`src/rtl/cra_pkg.sv`:
```
// Shared definitions for the control-RAM address sequencer: default widths,
// the microaddress type and the next-address op encoding.
package cra_pkg;

  localparam int CRA_ADR_W       = 11;
  localparam int CRA_DISP_W      = 4;
  localparam int CRA_STACK_DEPTH = 16;
  localparam int CRA_SP_W        = $clog2(CRA_STACK_DEPTH) + 1;

  typedef logic [CRA_ADR_W-1:0] cra_adr_t;

  // Codes 5-7 are reserved and behave as JUMP
  typedef enum logic [2:0] {
    OP_JUMP     = 3'd0,
    OP_CALL     = 3'd1,
    OP_RETURN   = 3'd2,
    OP_DISPATCH = 3'd3,
    OP_SKIP     = 3'd4
  } cra_op_e;

endpackage

```
`src/rtl/cra_adr_seq_if.sv`:
```
// Microword, diagnostic and status signals between the CRA control logic
// (master) and the address sequencer (slave).
interface cra_adr_seq_if
  import cra_pkg::*;
#(
  parameter int ADR_W  = CRA_ADR_W,
  parameter int DISP_W = CRA_DISP_W,
  parameter int SP_W   = CRA_SP_W
) ();

  logic [ADR_W-1:0]  cra_j_h;
  logic [2:0]        cra_op_h;
  logic [DISP_W-1:0] cra_disp_h;
  logic              cra_skip_cond_h;
  logic              cra_stall_h;
  logic              diag_adr_load_l;
  logic [ADR_W-1:0]  diag_adr_h;
  logic              diag_clr_err_l;
  logic [ADR_W-1:0]  cra_adr_h;
  logic [SP_W-1:0]   cra_sp_h;
  logic              cra_stack_ovf_h;
  logic              cra_stack_unf_h;

  modport master (
    output cra_j_h, cra_op_h, cra_disp_h, cra_skip_cond_h, cra_stall_h,
    output diag_adr_load_l, diag_adr_h, diag_clr_err_l,
    input  cra_adr_h, cra_sp_h, cra_stack_ovf_h, cra_stack_unf_h
  );

  modport slave (
    input  cra_j_h, cra_op_h, cra_disp_h, cra_skip_cond_h, cra_stall_h,
    input  diag_adr_load_l, diag_adr_h, diag_clr_err_l,
    output cra_adr_h, cra_sp_h, cra_stack_ovf_h, cra_stack_unf_h
  );

endinterface

```
`src/rtl/cra_ret_stack.sv`:
```
// Subroutine return-address LIFO. Push/pop are ignored when full/empty;
// only the top entry is readable and it is read combinationally.
module cra_ret_stack
  import cra_pkg::*;
#(
  parameter int ADR_W = CRA_ADR_W,
  parameter int DEPTH = CRA_STACK_DEPTH,
  parameter int SP_W  = $clog2(DEPTH) + 1
) (
  input  logic             clk,
  input  logic             rst_n,
  input  logic             push,
  input  logic             pop,
  input  logic [ADR_W-1:0] push_data,
  output logic [ADR_W-1:0] top_data,
  output logic             full,
  output logic             empty,
  output logic [SP_W-1:0]  count
);

  localparam int PTR_W = $clog2(DEPTH);

  logic [ADR_W-1:0] mem_r [DEPTH];
  logic [SP_W-1:0]  count_r;
  logic [PTR_W-1:0] wr_ptr_s;
  logic [PTR_W-1:0] rd_ptr_s;
  logic             do_push_s;
  logic             do_pop_s;

  // The low count bits address the next free slot; the entry below it is the top
  assign wr_ptr_s  = count_r[PTR_W-1:0];
  assign rd_ptr_s  = wr_ptr_s - PTR_W'(1);
  assign full      = (count_r == SP_W'(DEPTH));
  assign empty     = (count_r == SP_W'(0));
  assign do_push_s = push & ~full;
  assign do_pop_s  = pop & ~empty;
  assign top_data  = mem_r[rd_ptr_s];
  assign count     = count_r;

  // Occupancy counter
  always_ff @(posedge clk or negedge rst_n) begin
    if (!rst_n) begin
      count_r <= SP_W'(0);
    end else if (do_push_s) begin
      count_r <= count_r + SP_W'(1);
    end else if (do_pop_s) begin
      count_r <= count_r - SP_W'(1);
    end else begin
      count_r <= count_r;
    end
  end

  // Entry storage; contents are don't-care after reset
  always_ff @(posedge clk) begin
    if (do_push_s) begin
      mem_r[wr_ptr_s] <= push_data;
    end
  end

endmodule

```
`src/rtl/cra_adr_seq.sv`:
```
// Control-RAM address sequencer: registers the microaddress driving the CRAM
// and computes the next one from the current microword and the return stack.
module cra_adr_seq
  import cra_pkg::*;
#(
  parameter int ADR_W       = CRA_ADR_W,
  parameter int STACK_DEPTH = CRA_STACK_DEPTH,
  parameter int DISP_W      = CRA_DISP_W
) (
  input  logic               clk_cra_00_h,
  input  logic               mr_reset_01_l,
  cra_adr_seq_if.slave       bus
);

  localparam int SP_W = $clog2(STACK_DEPTH) + 1;

  logic [ADR_W-1:0] cra_adr_r;
  logic             ovf_r;
  logic             unf_r;
  logic [ADR_W-1:0] adr_nxt_s;
  logic             ovf_nxt_s;
  logic             unf_nxt_s;
  logic             push_s;
  logic             pop_s;
  logic [ADR_W-1:0] ret_adr_s;
  logic [ADR_W-1:0] top_s;
  logic             full_s;
  logic             empty_s;
  logic [SP_W-1:0]  sp_s;
  cra_op_e          op_s;

  assign op_s      = cra_op_e'(bus.cra_op_h);
  // Return address wraps naturally at the top of the microaddress space
  assign ret_adr_s = cra_adr_r + ADR_W'(1);

  cra_ret_stack #(
    .ADR_W (ADR_W),
    .DEPTH (STACK_DEPTH),
    .SP_W  (SP_W)
  ) u_ret_stack (
    .clk       (clk_cra_00_h),
    .rst_n     (mr_reset_01_l),
    .push      (push_s),
    .pop       (pop_s),
    .push_data (ret_adr_s),
    .top_data  (top_s),
    .full      (full_s),
    .empty     (empty_s),
    .count     (sp_s)
  );

  // Next-address, stack control and error-flag selection
  always_comb begin
    adr_nxt_s = cra_adr_r;
    push_s    = 1'b0;
    pop_s     = 1'b0;
    ovf_nxt_s = ovf_r;
    unf_nxt_s = unf_r;

    // A clear is applied first so that an error on the same edge re-sets the flag
    if (!bus.diag_clr_err_l) begin
      ovf_nxt_s = 1'b0;
      unf_nxt_s = 1'b0;
    end else begin
      ovf_nxt_s = ovf_r;
      unf_nxt_s = unf_r;
    end

    if (!bus.diag_adr_load_l) begin
      adr_nxt_s = bus.diag_adr_h;
    end else if (bus.cra_stall_h) begin
      adr_nxt_s = cra_adr_r;
    end else begin
      case (op_s)
        OP_CALL: begin
          adr_nxt_s = bus.cra_j_h;
          if (full_s) begin
            ovf_nxt_s = 1'b1;
          end else begin
            push_s = 1'b1;
          end
        end
        OP_RETURN: begin
          if (empty_s) begin
            adr_nxt_s = {ADR_W{1'b0}};
            unf_nxt_s = 1'b1;
          end else begin
            adr_nxt_s = top_s;
            pop_s     = 1'b1;
          end
        end
        OP_DISPATCH: adr_nxt_s = bus.cra_j_h | {{(ADR_W-DISP_W){1'b0}}, bus.cra_disp_h};
        OP_SKIP:     adr_nxt_s = bus.cra_j_h | {{(ADR_W-1){1'b0}}, bus.cra_skip_cond_h};
        default:     adr_nxt_s = bus.cra_j_h;
      endcase
    end
  end

  // Microaddress and sticky error flag registers
  always_ff @(posedge clk_cra_00_h or negedge mr_reset_01_l) begin
    if (!mr_reset_01_l) begin
      cra_adr_r <= {ADR_W{1'b0}};
      ovf_r     <= 1'b0;
      unf_r     <= 1'b0;
    end else begin
      cra_adr_r <= adr_nxt_s;
      ovf_r     <= ovf_nxt_s;
      unf_r     <= unf_nxt_s;
    end
  end

  assign bus.cra_adr_h       = cra_adr_r;
  assign bus.cra_sp_h        = sp_s;
  assign bus.cra_stack_ovf_h = ovf_r;
  assign bus.cra_stack_unf_h = unf_r;

endmodule

```
`src/flat_wrapper.sv`:
```
// flat-port wrapper written by rule: the top's interface ports become plain ports
module cra_adr_seq_flat import cra_pkg::*;
#(
  parameter int ADR_W       = CRA_ADR_W,
  parameter int STACK_DEPTH = CRA_STACK_DEPTH,
  parameter int DISP_W      = CRA_DISP_W
)
  (clk_cra_00_h, mr_reset_01_l, bus_cra_j_h, bus_cra_op_h, bus_cra_disp_h, bus_cra_skip_cond_h, bus_cra_stall_h, bus_diag_adr_load_l, bus_diag_adr_h, bus_diag_clr_err_l, bus_cra_adr_h, bus_cra_sp_h, bus_cra_stack_ovf_h, bus_cra_stack_unf_h);
  cra_adr_seq_if #(.ADR_W(ADR_W), .DISP_W(DISP_W)) bus_i ();
  input  logic clk_cra_00_h;
  input  logic mr_reset_01_l;
  input wire logic [$bits(bus_i.cra_j_h)-1:0] bus_cra_j_h;
  input wire logic [$bits(bus_i.cra_op_h)-1:0] bus_cra_op_h;
  input wire logic [$bits(bus_i.cra_disp_h)-1:0] bus_cra_disp_h;
  input wire logic [$bits(bus_i.cra_skip_cond_h)-1:0] bus_cra_skip_cond_h;
  input wire logic [$bits(bus_i.cra_stall_h)-1:0] bus_cra_stall_h;
  input wire logic [$bits(bus_i.diag_adr_load_l)-1:0] bus_diag_adr_load_l;
  input wire logic [$bits(bus_i.diag_adr_h)-1:0] bus_diag_adr_h;
  input wire logic [$bits(bus_i.diag_clr_err_l)-1:0] bus_diag_clr_err_l;
  output wire logic [$bits(bus_i.cra_adr_h)-1:0] bus_cra_adr_h;
  output wire logic [$bits(bus_i.cra_sp_h)-1:0] bus_cra_sp_h;
  output wire logic [$bits(bus_i.cra_stack_ovf_h)-1:0] bus_cra_stack_ovf_h;
  output wire logic [$bits(bus_i.cra_stack_unf_h)-1:0] bus_cra_stack_unf_h;
  assign bus_i.cra_j_h = bus_cra_j_h;
  assign bus_i.cra_op_h = bus_cra_op_h;
  assign bus_i.cra_disp_h = bus_cra_disp_h;
  assign bus_i.cra_skip_cond_h = bus_cra_skip_cond_h;
  assign bus_i.cra_stall_h = bus_cra_stall_h;
  assign bus_i.diag_adr_load_l = bus_diag_adr_load_l;
  assign bus_i.diag_adr_h = bus_diag_adr_h;
  assign bus_i.diag_clr_err_l = bus_diag_clr_err_l;
  assign bus_cra_adr_h = bus_i.cra_adr_h;
  assign bus_cra_sp_h = bus_i.cra_sp_h;
  assign bus_cra_stack_ovf_h = bus_i.cra_stack_ovf_h;
  assign bus_cra_stack_unf_h = bus_i.cra_stack_unf_h;
  cra_adr_seq #(.ADR_W(ADR_W), .STACK_DEPTH(STACK_DEPTH), .DISP_W(DISP_W)) u_core (.clk_cra_00_h(clk_cra_00_h), .mr_reset_01_l(mr_reset_01_l), .bus(bus_i));
endmodule
```
`config.mk`:
```
export PLATFORM = sky130hd
export DESIGN_NAME = cra_adr_seq_flat
export DESIGN_NICKNAME = d
export VERILOG_FILES = /design/src/rtl/cra_pkg.sv /design/src/rtl/cra_adr_seq_if.sv /design/src/rtl/cra_ret_stack.sv /design/src/rtl/cra_adr_seq.sv /design/src/flat_wrapper.sv
export SDC_FILE = /design/constraint.sdc
export NUM_CORES = 1
export LEC_CHECK = 0
export BUFFER_PORTS_ARGS = -buffer_cell sky130_fd_sc_hd__buf_2
export CAP_MARGIN = 10
export CORE_MARGIN = 4
export CORE_UTILIZATION = 50
export CTS_BUF_LIST = sky130_fd_sc_hd__clkbuf_2 sky130_fd_sc_hd__clkbuf_4 sky130_fd_sc_hd__clkbuf_8
export DETAILED_ROUTE_END_ITERATION = 10
export PLACE_DENSITY = 0.66
export SYNTH_ARGS = -nofsm -noshare
export SYNTH_HDL_FRONTEND = slang
export SYNTH_HIERARCHICAL = 1
export SYNTH_SLANG_ARGS = --single-unit
```
`constraint.sdc`:
```
create_clock -name clk_cra_00_h -period 4.47 [get_ports clk_cra_00_h]
set_input_delay 0.894 -clock clk_cra_00_h [delete_from_list [all_inputs] [get_ports clk_cra_00_h]]
set_output_delay 0.894 -clock clk_cra_00_h [all_outputs]
set_load 0.05 [all_outputs]
```
==> results of run 1 <==
## cell families after synthesis
family                   after synthesis
flip-flops                           194
XOR/XNOR                              15
AND/OR/NAND/NOR                      193
AO/OA/AOI/OAI                         62
buffers and inverters                 35
adder cells (fa/ha/maj)               10
multiplexers                          47
## critical path: cells and delay by family (launching register included)
| family | cells | cell delay, ns |
|---|---|---|
| compound gates | 4 | 0.83 |
| fa+ha+maj | 1 | 0.76 |
| buf+inv | 2 | 0.48 |
| flops | 1 | 0.51 |
| simple gates | 2 | 0.62 |
## layout make-up
type,instances,area (um2)
Antenna cell,1,2.502
Clock inverter,14,145.1
Fill cell,1304,7132
Clock buffer,17,234.0
Inverter,6,22.52
Tap cell,220,275.3
Sequential cell,194,5737
Timing Repair Buffer,81,478.0
Multi-Input combinational cell,327,2499
## placed cells by master, fill, tap and decap left out, drive strengths merged, types with 9 or more instances in the layout
cell type | netlist | layout
xnor2 | 9 | 9
a31oi | 10 | 10
inv | 6 | 13
ha | 9 | 9
a221oi | 11 | 11
o21ai | 9 | 9
edfxtp | 176 | 176
dfrtp | 18 | 18
clkbuf | 11 | 17
a32o | 12 | 12
nand3b | 14 | 14
nand2 | 95 | 95
buf | 18 | 81
mux2i | 22 | 22
nand3 | 27 | 27
nor2 | 23 | 23
mux4 | 22 | 22
## sequential cells by signal (all words and copies together), names as in the netlist
name / cells
u_core/bus.cra_adr_h: 11
u_core/bus.cra_stack_ovf_h: 1
u_core/bus.cra_stack_unf_h: 1
u_core/u_ret_stack/count: 5
u_core/u_ret_stack/mem_r: 176
## worst min path at each step
stage	endpoint	slack, ns	depth (start not counted)
after floorplan	u_core/bus.cra_adr_h[0]$_DFFE_PN0P_	0.60	0
after global placement	u_core/bus.cra_stack_ovf_h$_DFF_PN0_	0.47	2
after detailed placement	u_core/bus.cra_stack_ovf_h$_DFF_PN0_	0.48	2
after CTS	u_core/u_ret_stack/count[4]$_DFFE_PN0P_	0.34	1
after global routing	u_core/u_ret_stack/count[4]$_DFFE_PN0P_	0.35	1
final	u_core/u_ret_stack/count[4]$_DFFE_PN0P_	0.36	1
## per-layer routing
layer / track usage [%] / wire length, um / up-vias
li1: - / - / 2275
met1: 28.79 / 7811 / 2494
met2: 28.74 / 8410 / 160
met3: 4.456 / 1111 / 26
met4: 6.763 / 452 / 0
met5: 0 / 0 / -
## metrics by stage
stage               total power (uW)  std cells  setup slack, ns
floorplan                       4109        556           0.8365
global placement                4759        826            1.009
detailed placement              4789        826           0.9441
CTS                             5871        857            1.116
global route                    6165        859           0.8951
finish                          5857        860            1.134
## where the power goes
part / switching [uW] / total [uW] / internal [uW]
clock: 634 / 1090 / 456
sequential: 83.2 / 2170 / 2080
combinational: 1580 / 2600 / 1020
total: 2300 / 5860 / 3550
==> results.md, run 1 <==
* Cell area after synthesis at 8407 um2
* R2R cell count at 9
* Status: completed
* Tightest Pin Transition at 0.9852 ns
* Routed wire length at 17790 um
* Critical-path cell list: inv_1 > ha_1 > buf_4 > and2_1 > a221oi_1 > a32o_1 > nor2b_1 > a211oi_1 > a22oi_1
* Die Y at 137.7 um
* GRT Overall Usage at 19.52%
* Count leader, synth: edfxtp_1
* Final Critical Period at 3.336 ns
* Final slew viol count at 0
* Hold_buf cts at 0
* Die area at 18950 um2
* Initial antenna violation count at 0
* Initial Util at 50.87%
* Iter 0 DRT Violations at 408
* Top_reg_cell synth: edfxtp_1
* Hold Path Class: input pin to async pin
* Max incr delay on CP at 0.76 ns
* RSZ-0062 raised after global routing: false
* Placed instance area at 8989 um2
* Flops & latches, synth at 194
* Tcrit/Tclk final at 74.64%
* Compound-gate portion of the synthesized area at 6.072%
* Clock buffer count from CTS at 17
* IO Port Bufs at 52
* Synthesis-to-finish area growth at 11.73%
* Worst Path Required at 4.80 ns
* Sequential share of the synthesized area at 68.22%
* Post-Synth XOR/XNOR Area at 1.786%
* Clock latency at the later pin of the worst-skew pair at 0.46 ns
* Total Nets Final at 672
* Slew margin rel. at 34.07%
* EDFF count, synth at 176
* Drt drc at 0
* Hold Vio Cnt, Final at 0
* Final Wtd Congestion at 0.8726
* Max FO, Critical Path at 14
* Rows at 47
* Final setup viols at 0
* Antenna viol nets, final at 0
* Max stage delay cell, worst path: ha_1
* Max H-tree Level at 4
* Clock transition at path regs at 0.11 ns
* Commonest cells post-synth: 176 x edfxtp_1, 94 x nand2_1, 27 x nand3_1
* DP HPWL at 12070 um
* Dominant cell type by area after synthesis: edfxtp_1
* Die X-Extent at 137.7 um
* Design area at 9393 um2
* Largest family of logic cells by synthesized area: simple AND/OR/NAND/NOR gates
* Post-Synth Adder-Cell Area at 1.578%
* Element type at the critical path start: flip-flop
* # resized after CTS at 0
* RR Endpoint: u_core/bus.cra_adr_h[0]$_DFFE_PN0P_
* Max-Cap Viols at 0
* Layout cell share with drive strength beyond 1 at 24.26%
* CP endpoint kind: flip-flop
* Largest net degree at the start of global routing at 32
* Max Clk Rate at 0.2997 GHz
* Core Region at 16520 um2
* DR pass1 iterations at 5
* Synth cell types at 52
* Leak at 0.003309 uW
* Via count at 4955
* Syn avg cell area at 15.12 um2
* Top Ports at 53
* Clock skew at 0.01528 ns
* Total Negative Setup Slacks at 0 ns
* Yosys Warn Count at 6
* Peak VDD IR at 385.9 uV
* Routed len/inst at 20.68 um
* Mux cell area share after synthesis at 8.915%
* CTS tree: done
* Post-synthesis simple-gate area fraction at 11.10%
* Reg-to-Reg Start: u_core/u_ret_stack/count[1]$_DFFE_PN0P_
* Share of the synthesized area in the top cell type at 62.87%
* Vias in the first global route at 4728
* Critical path origin: u_core/u_ret_stack/count[1]$_DFFE_PN0P_
* Area contributors post-synth: edfxtp_1 63%, mux4_2 5.9%, dfrtp_1 5.4%, nand2_1 4.2%, mux2i_1 2.6%
* CP endpoint: u_core/bus.cra_adr_h[0]$_DFFE_PN0P_
* Async SR Flop Fraction at 9.278%
* Pwr Density at 623.5 nW/um2
* Syn nets at 601
* Post-CTS Setup Inserts at 0
* Synthesized instance count at 556
* Grt ovf at 0
* CTS max path bufs at 2
* Vias per cell at 5.762
* First-pass GRT wire length at 27010 um
* Setup CP Type: flip-flop to flip-flop
* Arr. time, crit path at 3.67 ns
* # clock sinks at 194
* Core Util, Final at 56.84%
* Setup slack, reg-to-reg at 1.13 ns
* WHS at 0.3575 ns
* CTS Root Cell: clkbuf_8
(Power assumes the default switching activity.)
==> run 2: changes to the inputs <==
--- a/config.mk
+++ b/config.mk
@@ -5,6 +5,7 @@
 export SDC_FILE = /design/constraint.sdc
 export NUM_CORES = 1
 export LEC_CHECK = 0
+export ABC_AREA = 1
 export BUFFER_PORTS_ARGS = -buffer_cell sky130_fd_sc_hd__buf_2
 export CAP_MARGIN = 10
 export CORE_MARGIN = 4
==> constraint.sdc (replaced) <==
create_clock -name clk_cra_00_h -period 3.1 [get_ports clk_cra_00_h]
set_input_delay 0.62 -clock clk_cra_00_h [delete_from_list [all_inputs] [get_ports clk_cra_00_h]]
set_output_delay 0.62 -clock clk_cra_00_h [all_outputs]
set_load 0.05 [all_outputs]
==> run 2 against run 1 <==
Sequential share of layout area down 1.0 points. Synthesized area up 2.7%. Routed wire length up 20%. Critical endpoint is now u_core/bus.cra_adr_h[3]$_DFFE_PN0P_. Hold slack worse by 0.26 ns. Via count up 23%.
==> results.md, run 2 <==
* Reg power frac at 34.9% (was 37.0%)
* DP HPWL at 13840 um (was 12070 um)
* Yosys Warn Count at 6 (unchanged)
* Number of fillers in the final layout at 1403 (was 1304)
* Top_reg_cell synth: edfxtp_1 (unchanged)
* Syn avg cell area at 10.69 um2 (was 15.12 um2)
* Top Ports at 53 (unchanged)
* N_diodes at 0 (was 1)
* Sw Share at 45.32% (was 39.31%)
* IO Port Bufs at 52 (unchanged)
* Total power at 8890 uW (was 5857 uW)
* Setup CP Type: flip-flop to flip-flop (unchanged)
* Total Nets Final at 915 (was 672)
* Commonest cells post-synth: 195 x nor2_1, 176 x edfxtp_1, 122 x nand2_1 (was 176 x edfxtp_1, 94 x nand2_1, 27 x nand3_1)
* Synthesized instance count at 808 (was 556)
* RR Endpoint: u_core/bus.cra_adr_h[3]$_DFFE_PN0P_ (was u_core/bus.cra_adr_h[0]$_DFFE_PN0P_)
* Antenna viol nets, final at 0 (unchanged)
* Hold_buf cts at 0 (unchanged)
* DR pass1 iterations at 5 (unchanged)
* Iter 0 DRT Violations at 609 (was 408)
* Clock transition at path regs at 0.10 ns (was 0.11 ns)
* Layout cell share with drive strength beyond 1 at 15.31% (was 24.26%)
* Max FO, Critical Path at 55 (was 14)
* CTS tree: done (unchanged)
* Die X-Extent at 139.4 um (was 137.7 um)
* WHS at 0.09638 ns (was 0.3575 ns)
* Final setup viols at 0 (unchanged)
* Clock buffer count from CTS at 17 (unchanged)
* Most frequent cells in the layout: 194 x nor2_1, 176 x edfxtp_1, 122 x nand2_1 (was 176 x edfxtp_1, 94 x nand2_1, 52 x buf_2)
* Commonest non-fill, non-tap cell in the layout: nor2_1 (was edfxtp_1)
* # resized after CTS at 0 (unchanged)
* Share of the synthesized area in the top cell type at 61.20% (was 62.87%)
* Count leader, synth: nor2_1 (was edfxtp_1)
* Async SR Flop Fraction at 9.278% (unchanged)
* Largest net degree at the start of global routing at 95 (was 32)
* Final slew viol count at 0 (unchanged)
* Cell area after synthesis at 8636 um2 (was 8407 um2)
* CTS Root Cell: clkbuf_8 (unchanged)
* Die Y at 139.4 um (was 137.7 um)
* Max H-tree Level at 4 (unchanged)
* Flops & latches, synth at 194 (unchanged)
* Area contributors post-synth: edfxtp_1 61%, nor2_1 8.5%, nand2_1 5.3%, dfrtp_1 5.2%, nand3_1 4.5% (was edfxtp_1 63%, mux4_2 5.9%, dfrtp_1 5.4%, nand2_1 4.2%, mux2i_1 2.6%)
* Net Switching at 4029 uW (was 2302 uW)
* FF+latch area at 5737 um2 (unchanged)
* Grt ovf at 0 (unchanged)
* Reg with most FFs: u_core/u_ret_stack/mem_r (unchanged)
* Rows at 47 (unchanged)
* Arr. time, crit path at 2.98 ns (was 3.67 ns)
* Synth cell types at 36 (was 52)
* Tcrit/Tclk final at 84.80% (was 74.64%)
* R2R cell count at 14 (was 9)
* Status: completed (unchanged)
* Core Region at 16760 um2 (was 16520 um2)
* Initial antenna violation count at 0 (unchanged)
* Via count at 6099 (was 4955)
* Synthesis-to-finish area growth at 10.66% (was 11.73%)
* Max reg flops at 176 (unchanged)
* EDFF count, synth at 176 (unchanged)
* GRT Overall Usage at 22.07% (was 19.52%)
* Fin worst setup slack at 0.4712 ns (was 1.134 ns)
* Vias per cell at 5.534 (was 5.762)
* Gate power share at 47.8% (was 44.4%)
* Final Wtd Congestion at 0.8704 (was 0.8726)
* Routed len/inst at 19.40 um (was 20.68 um)
* Initial Util at 51.53% (was 50.87%)
* Hold Vio Cnt, Final at 0 (unchanged)
* First-pass GRT wire length at 32550 um (was 27010 um)
* Clock latency at the later pin of the worst-skew pair at 0.46 ns (about the same)
* Clock power share at 17.3% (was 18.6%)
* Routed wire length at 21380 um (was 17790 um)
* Dominant cell type by area after synthesis: edfxtp_1 (unchanged)
* Leak at 0.003659 uW (was 0.003309 uW)
* Clock skew at 0.01206 ns (was 0.01528 ns)
* Multi-input combinational cell area at 2592 um2 (was 2499 um2)
* Setup slack, reg-to-reg at 0.47 ns (was 1.13 ns)
* # clock sinks at 194 (unchanged)
* CP endpoint kind: flip-flop (unchanged)
* Sequential share of the synthesized area at 66.42% (was 68.22%)
* RSZ-0062 raised after global routing: false (unchanged)
* Internal cell power at 4862 uW (was 3554 uW)
* Core Util, Final at 57.02% (was 56.84%)
* Peak VDD IR at 692.7 uV (was 385.9 uV)
* Max-Cap Viols at 0 (unchanged)
* Syn nets at 853 (was 601)
* Max Clk Rate at 0.3804 GHz (was 0.2997 GHz)
* Post-CTS Setup Inserts at 0 (unchanged)
* Drt drc at 0 (unchanged)
* Slew margin rel. at 21.40% (was 34.07%)
* CTS max path bufs at 2 (unchanged)
* Hold Path Class: input pin to async pin (unchanged)
* Setup Slack @ Placement at 0.4207 ns (was 0.9441 ns)
* Worst Path Required at 3.45 ns (was 4.80 ns)
* Reg-to-Reg Start: u_core/u_ret_stack/count[1]$_DFFE_PN0P_ (unchanged)
* Pwr Density at 930.3 nW/um2 (was 623.5 nW/um2)
* Die area at 19440 um2 (was 18950 um2)
* Element type at the critical path start: flip-flop (unchanged)
* Tightest Pin Transition at 1.178 ns (was 0.9852 ns)
* Final Critical Period at 2.629 ns (was 3.336 ns)
* Vias in the first global route at 5761 (was 4728)
## run 2: cells by family (layout without fill, tap and decap cells)
group,after synthesis,in the layout,synth area share (%)
compound gates,108,108,6.636
fa+ha+maj,10,10,1.536
buf+inv,68,142,3.854
flops,194,194,66.42
simple gates,416,416,20.17
xor+xnor,12,12,1.391
## run 2: layout make-up
cell class | count | area share [%]
Clock buffer | 17 | 2.448
Clock inverter | 14 | 1.388
Inverter | 32 | 1.283
Multi-Input combinational cell | 546 | 27.13
Sequential cell | 194 | 60.03
Tap cell | 220 | 2.880
Timing Repair Buffer | 79 | 4.844
## run 2: worst max path at each step
stage / from / end / slack, ns / cells past startpoint
finish: u_core/u_ret_stack/count[1]$_DFFE_PN0P_ / u_core/bus.cra_adr_h[3]$_DFFE_PN0P_ / 0.47 / 14
global route: u_core/u_ret_stack/count[1]$_DFFE_PN0P_ / u_core/bus.cra_adr_h[1]$_DFFE_PN0P_ / 0.20 / 15
CTS: u_core/u_ret_stack/count[0]$_DFFE_PN0P_ / bus_cra_sp_h[0] / 0.43 / 2
detailed placement: bus_diag_adr_load_l / u_core/u_ret_stack/count[4]$_DFFE_PN0P_ / 0.42 / 14
global placement: bus_diag_adr_load_l / u_core/u_ret_stack/count[4]$_DFFE_PN0P_ / 0.48 / 14
floorplan: u_core/u_ret_stack/count[0]$_DFFE_PN0P_ / u_core/u_ret_stack/mem_r[8][0]$_DFFE_PP_ / -0.08 / 10
## run 2: worst max-delay path, stage by stage (launching register included)
cell and delay [ns]:
dfrtp_1 0.51, inv_1 0.17, ha_1 0.34, buf_4 0.50
nor2_1 0.13, o21ai_0 0.15, nand3_1 0.12, nand3_1 0.10
nand2_1 0.07, nand2_1 0.07, nor2_1 0.04, nor2_1 0.10
nand2_1 0.06, nand2_1 0.09, nand2_1 0.05
## run 2: routing by layer
layer | GRT usage [%] | vias to the layer above | part of all wire (%)
li1 | - | 2883 | -
met1 | 31.50 | 2970 | 44
met2 | 34.81 | 216 | 48
met3 | 5.214 | 30 | 6.7
met4 | 5.046 | 0 | 1.6
met5 | 0 | - | 0
## run 2: through the flow
step           TNS (ns)  cells  area, um2
5_1_grt               0   1102       9557
3_5_place_dp          0   1071       9190
6_report              0   1102       9557
4_1_cts               0   1102       9557
3_3_place_gp          0   1071       9190
2_1_floorplan    -3.738    808       8636
## run 2: power by group through the flow
stage               sequential (uW)  combinational, uW  clock [uW]
CTS                            3100               4180        1580
finish                         3100               4250        1540
global route                   3110               4660        1690
global placement               3150               4120           0
detailed placement             3160               4160           0
floorplan                      3320               2880           0
